===== src/rtl/matrix_line_writer.sv =====
// Streams a captured LINES x LINE_W state snapshot to line memory, one line per
// accepted write, with ready/valid back-pressure and a one-cycle done pulse.
module matrix_line_writer #(
  parameter int LINES     = 64,
  parameter int LINE_W    = 25,
  parameter int ADDR_W    = 6,
  parameter int BASE_ADDR = 0
) (
  input  logic                     clk,
  input  logic                     rst,
  input  logic                     start,
  input  logic [LINES*LINE_W-1:0]  state_in,
  input  logic                     mem_ready,
  output logic                     mem_wr_en,
  output logic [ADDR_W-1:0]        mem_addr,
  output logic [LINE_W-1:0]        mem_line,
  output logic [ADDR_W:0]          line_cnt,
  output logic                     busy,
  output logic                     done
);

  typedef enum logic [1:0] {
    S_IDLE  = 2'd0,
    S_WRITE = 2'd1,
    S_DONE  = 2'd2
  } state_t;

  state_t              r_state;
  logic [LINE_W-1:0]   r_snap [LINES];
  logic [ADDR_W-1:0]   r_idx;
  logic                r_wr_en;
  logic [ADDR_W-1:0]   r_addr;
  logic [LINE_W-1:0]   r_line;
  logic [ADDR_W:0]     r_cnt;
  logic                r_busy;
  logic                r_done;

  logic [LINE_W-1:0]   w_lines [LINES];
  logic [ADDR_W-1:0]   w_next_idx;
  logic                w_last;

  for (genvar gi = 0; gi < LINES; gi++) begin : g_unpack
    assign w_lines[gi] = state_in[gi*LINE_W +: LINE_W];
  end

  assign w_next_idx = r_idx + ADDR_W'(1);
  assign w_last     = (r_idx == ADDR_W'(LINES - 1));

  // Address/data for the next line are preloaded on each accept so that the
  // outputs never depend combinationally on mem_ready.
  always_ff @(posedge clk or negedge rst) begin
    if (!rst) begin
      r_state <= S_IDLE;
      r_idx   <= '0;
      r_wr_en <= 1'b0;
      r_addr  <= '0;
      r_line  <= '0;
      r_cnt   <= '0;
      r_busy  <= 1'b0;
      r_done  <= 1'b0;
      for (int i = 0; i < LINES; i++) r_snap[i] <= '0;
    end else begin
      case (r_state)
        S_IDLE: begin
          r_done <= 1'b0;
          if (start) begin
            for (int i = 0; i < LINES; i++) r_snap[i] <= w_lines[i];
            r_idx   <= '0;
            r_cnt   <= '0;
            r_busy  <= 1'b1;
            r_wr_en <= 1'b1;
            r_addr  <= ADDR_W'(BASE_ADDR);
            r_line  <= w_lines[0];
            r_state <= S_WRITE;
          end
        end
        S_WRITE: begin
          if (mem_ready) begin
            r_cnt <= r_cnt + (ADDR_W+1)'(1);
            if (w_last) begin
              r_wr_en <= 1'b0;
              r_done  <= 1'b1;
              r_state <= S_DONE;
            end else begin
              r_idx  <= w_next_idx;
              r_addr <= ADDR_W'(BASE_ADDR) + w_next_idx;
              r_line <= r_snap[w_next_idx];
            end
          end
        end
        S_DONE: begin
          r_done  <= 1'b0;
          r_busy  <= 1'b0;
          r_state <= S_IDLE;
        end
        default: r_state <= S_IDLE;
      endcase
    end
  end

  assign mem_wr_en = r_wr_en;
  assign mem_addr  = r_addr;
  assign mem_line  = r_line;
  assign line_cnt  = r_cnt;
  assign busy      = r_busy;
  assign done      = r_done;

endmodule

===== config.mk =====
export PLATFORM = sky130hd
export DESIGN_NAME = matrix_line_writer
export DESIGN_NICKNAME = d
export VERILOG_FILES = /design/src/rtl/matrix_line_writer.sv
export SDC_FILE = /design/constraint.sdc
export NUM_CORES = 2
export LEC_CHECK = 0
export ABC_AREA = 0
export CORE_AREA = 2 2 633 635
export CTS_CLUSTER_DIAMETER = 60
export DETAILED_ROUTE_END_ITERATION = 6
export DIE_AREA = 0 0 635 637
export HOLD_SLACK_MARGIN = 0.15
export PLACE_DENSITY = 0.36
export SLEW_MARGIN = 20
export SYNTH_ARGS = -nofsm -noshare
export SYNTH_HDL_FRONTEND = slang
export SYNTH_SLANG_ARGS = --single-unit

===== constraint.sdc =====
create_clock -name clk -period 3.28 [get_ports clk]
set_clock_uncertainty 0.15 [all_clocks]
set_input_delay 0.656 -clock clk [delete_from_list [all_inputs] [get_ports clk]]
set_output_delay 0.656 -clock clk [all_outputs]
set_load 0.02 [all_outputs]

==> run_results.csv <==
group,metric,value,unit
status,status,"finished, final reports clean",
setup_path,critPathSlowestCell,"o21ai_0",
floorplan,core_area,398000,um2
timing,fin_crit_sh,99.00,%
clocking,clk_latency,0.93,ns
cells_and_area,multi_input_area,31590,um2
floorplan,io_pins,1645,
timing,hold_ws,0.2211,ns
timing,rsz0062_at_grt,"yes",
worst_hold_path,hold_path_class,"primary input to flop",
place,gp_congestion,0.9089,
setup_path,cp_data_required_time,3.91,ns
pwr,powerDensity,626.6,nW/um2
detailed_routing,dr.first_iter.drc_count,6143,
global_route,antenna_found_initial,131,
synth,synth-edff-count,0,
cells_and_area,syn_to_final_growth,60.14,%
cells_and_area,seq_area,41120,um2
detailed_routing,wl_per_cell,28.51,um
floorplan,initial_utilization,18.59,%
pwr,p_sw,25310,uW
setup_path,cp.arrival,3.88,ns
detailed_routing,postRouteAntennaNets,0,
synth,yosysMostFrequentCell,"nand2_1",
pwr,intPower,48910,uW
setup_path,worstPathMaxFanout,73,
clocking,tritoncts,"yes",
timing,fmax,0.3079,GHz
global_route,grt_pass1_wl,627900,um
clocking,clkSinkCount,1643,
clocking,clkTransAtPathRegs,0.06,ns
synth,synth_cell_type_count,45,
place,pre_cts_ws,-0.9497,ns
detailed_routing,drt-total-wl,462600,um
synth,async_flop_share,100.0,%
synth,synth_area,73970,um2
synth,synth.top_cell.area_share,55.58,%
floorplan,die_area,404500,um2
global_route,grt_max_degree,121,
detailed_routing,route.detailed.drc,0,
synth,synthTopCellsByArea,"dfrtp_1, nand2_1, mux4_2",
timing,setup_viol,0,
clocking,cts_max_path_buffers,4,
global_route,grt_usage,22.23,%
synth,synth_common_cells,"nand2_1, dfrtp_1, clkbuf_1, mux4_2, o21ai_0",
synth,synth_area_per_cell,9.262,um2
clocking,cts-root-buf,"clkbuf_16",
timing,maxSlewViolCount,0,
clocking,cts_inserted_buffers,230,
floorplan,row_count,232,
flow_run,drv_cap,0,
synth,synth_cells,7987,
cells_and_area,layout.nets,12330,
cells_and_area,drive_gt1_share,12.61,%
timing,finalSetupTns,0,ns
setup_path,path_buf_inv,2,
synth,ys_seq_elements,1643,
synth,ys_seq_area_share,55.58,%
detailed_routing,vias,70470,
clocking,cts.htree.levels,4,
pwr,p_leak,0.05462,uW
global_route,gr-total-overflow,0,
timing,fin_crit,3.247,ns
floorplan,die_h,637,um
pwr,pwr-share-seq,33.5,%
pwr,vdd_drop_max,0.4515,mV
pwr,pwr-share-comb,30.8,%
detailed_routing,viasPerCell,4.343,
place,hpwl,367600,um
timing,hold_violations,0,
setup_path,cp-start-kind,"flop",
floorplan,die_x,635,um
global_route,grt_pass1_vias,74320,
place,io_buffers,1644,
setup_path,critPathKind,"flop to flop",
synth,synth_fp_nets,9593,
pwr,power.share.switching,34.10,%
cells_and_area,nFillCells,41730,
setup_path,worstPathCellList,"buf_16, a21bo_4, a21oi_4, buf_12, o21ai_0, a31oi_2, nor4_2, a21oi_1",
timing,timing.final.ws_setup,0.03266,ns
setup_path,worstSetupEndpointType,"flop",
pwr,clkPwrFrac,35.7,%
synth,synth_warnings,0,
timing,relSlewSlack,35.69,%
synth,synth_top_area_cell,"dfrtp_1",
timing,worst_pin_slew,0.9646,ns
detailed_routing,dr.pass1.iters,6,
setup_path,path_delay_family,"compound AO/OA/AOI/OAI gates",
setup_path,max_stage_delay,0.81,ns
synth,synthFlopType,"dfrtp_1",
-- cell families (layout without fill, tap and decap cells) --
group	count (synthesis)	after routing	share of synthesized area [%]
xor gates and xnor gates	6	6	0.07104
adders and majority gates	2	2	0.03382
buffers and inverters	534	3455	3.083
AOI/OAI and AO/OA	446	446	3.587
muxes	400	400	12.18
and+or+nand+nor	4956	4956	25.47
DFF	1643	1643	55.58
other	0	54	0
-- power by group through the flow --
stage / Sequential, uW / Clock [uW] / Combinational (uW)
6_report: 24900 / 26500 / 22900
3_3_place_gp: 25200 / 0 / 20700
4_1_cts: 24800 / 27100 / 23000
3_5_place_dp: 25100 / 0 / 20700
2_1_floorplan: 24300 / 0 / 8480
5_1_grt: 25100 / 28000 / 24200
-- what timing repair did --
item,in CTS,in global routing
pin swaps,20,13
endpoints found under the setup margin,27,22
hold buffers,931,0
resized for setup,137,51
hold endpoints to repair,1250,0
setup buffers,23,5
gates cloned,5,2
-- per-stage QoR --
| step | instances | cell area, um2 | total power [uW] | util, % |
|---|---|---|---|---|
| after floorplan | 7987 | 73970 | 32780 | - |
| after global placement | 14800 | 99610 | 45850 | 25.03 |
| after CTS | 16170 | 118000 | 74950 | 29.66 |
| final | 16230 | 118500 | 74230 | 29.77 |
| after detailed placement | 14800 | 99630 | 45810 | 25.03 |
| after global routing | 16210 | 118400 | 77170 | 29.76 |
-- flip-flops by register name, summed over array words and instances (netlist names) --
register   count
busy           1
done           1
line_cnt       7
mem_addr       6
mem_line      25
mem_wr_en      1
r_snap      1600
r_state        2
-- path summary, 6_finish.rpt --
check	from	to	slack, ns	cells after the start
worst max register to register	mem_addr[0]	mem_line[5]	0.03	8
min in group asynchronous	rst	r_snap[1040]	0.24	2
worst min-delay path	state_in[1148]	r_snap[473]	0.22	3
worst max-delay path	mem_addr[0]	mem_line[5]	0.03	8
max in group asynchronous	rst	r_snap[1559]	1.43	4
worst min register to register	r_snap[308]	r_snap[308]	0.32	2
-- placed cells by master, fill, tap and decap left out, types with 12 or more instances in the layout --
master / instances
a21oi_1: 29
a22oi_1: 56
a22oi_2: 18
a31oi_1: 30
a31oi_2: 35
buf_12: 117
buf_16: 12
buf_4: 326
buf_6: 12
bufinv_16: 27
clkbuf_1: 47
clkbuf_16: 234
clkbuf_8: 35
clkdlybuf4s50_1: 1632
clkinv_2: 24
dfrtp_1: 1642
diode_2: 54
dlygate4sd3_1: 931
inv_6: 23
mux4_2: 400
nand2_1: 4844
nand3_1: 29
nor2_1: 12
nor4_1: 12
o21ai_0: 204
o21ai_2: 16
or3_1: 27
-- tightest hold or removal path: stages --
cell             delay [ns]
clkdlybuf4s50_1        0.46
nand2_1                0.09
nand2_1                0.05
-- routing by layer --
metal / wire (um) / part of all wire, % / global-route usage [%] / vias up
met5: 189 / 0.041 / 0 / -
met4: 22550 / 4.9 / 9.743 / 28
met3: 21870 / 4.7 / 2.881 / 651
met2: 224900 / 49 / 37.66 / 2558
met1: 193000 / 42 / 28.32 / 35860
li1: - / - / - / 31380
-- layout make-up --
cell class                      count  share of cell area (%)
Timing Repair Buffer             3037                   26.25
Inverter                            1                0.003169
Clock inverter                    103                   1.238
Sequential cell                  1643                   34.71
Antenna cell                       54                  0.1141
Tap cell                         5265                   5.561
Clock buffer                      314                   5.456
Multi-Input combinational cell   5810                   26.67
(Power assumes the default switching activity.)
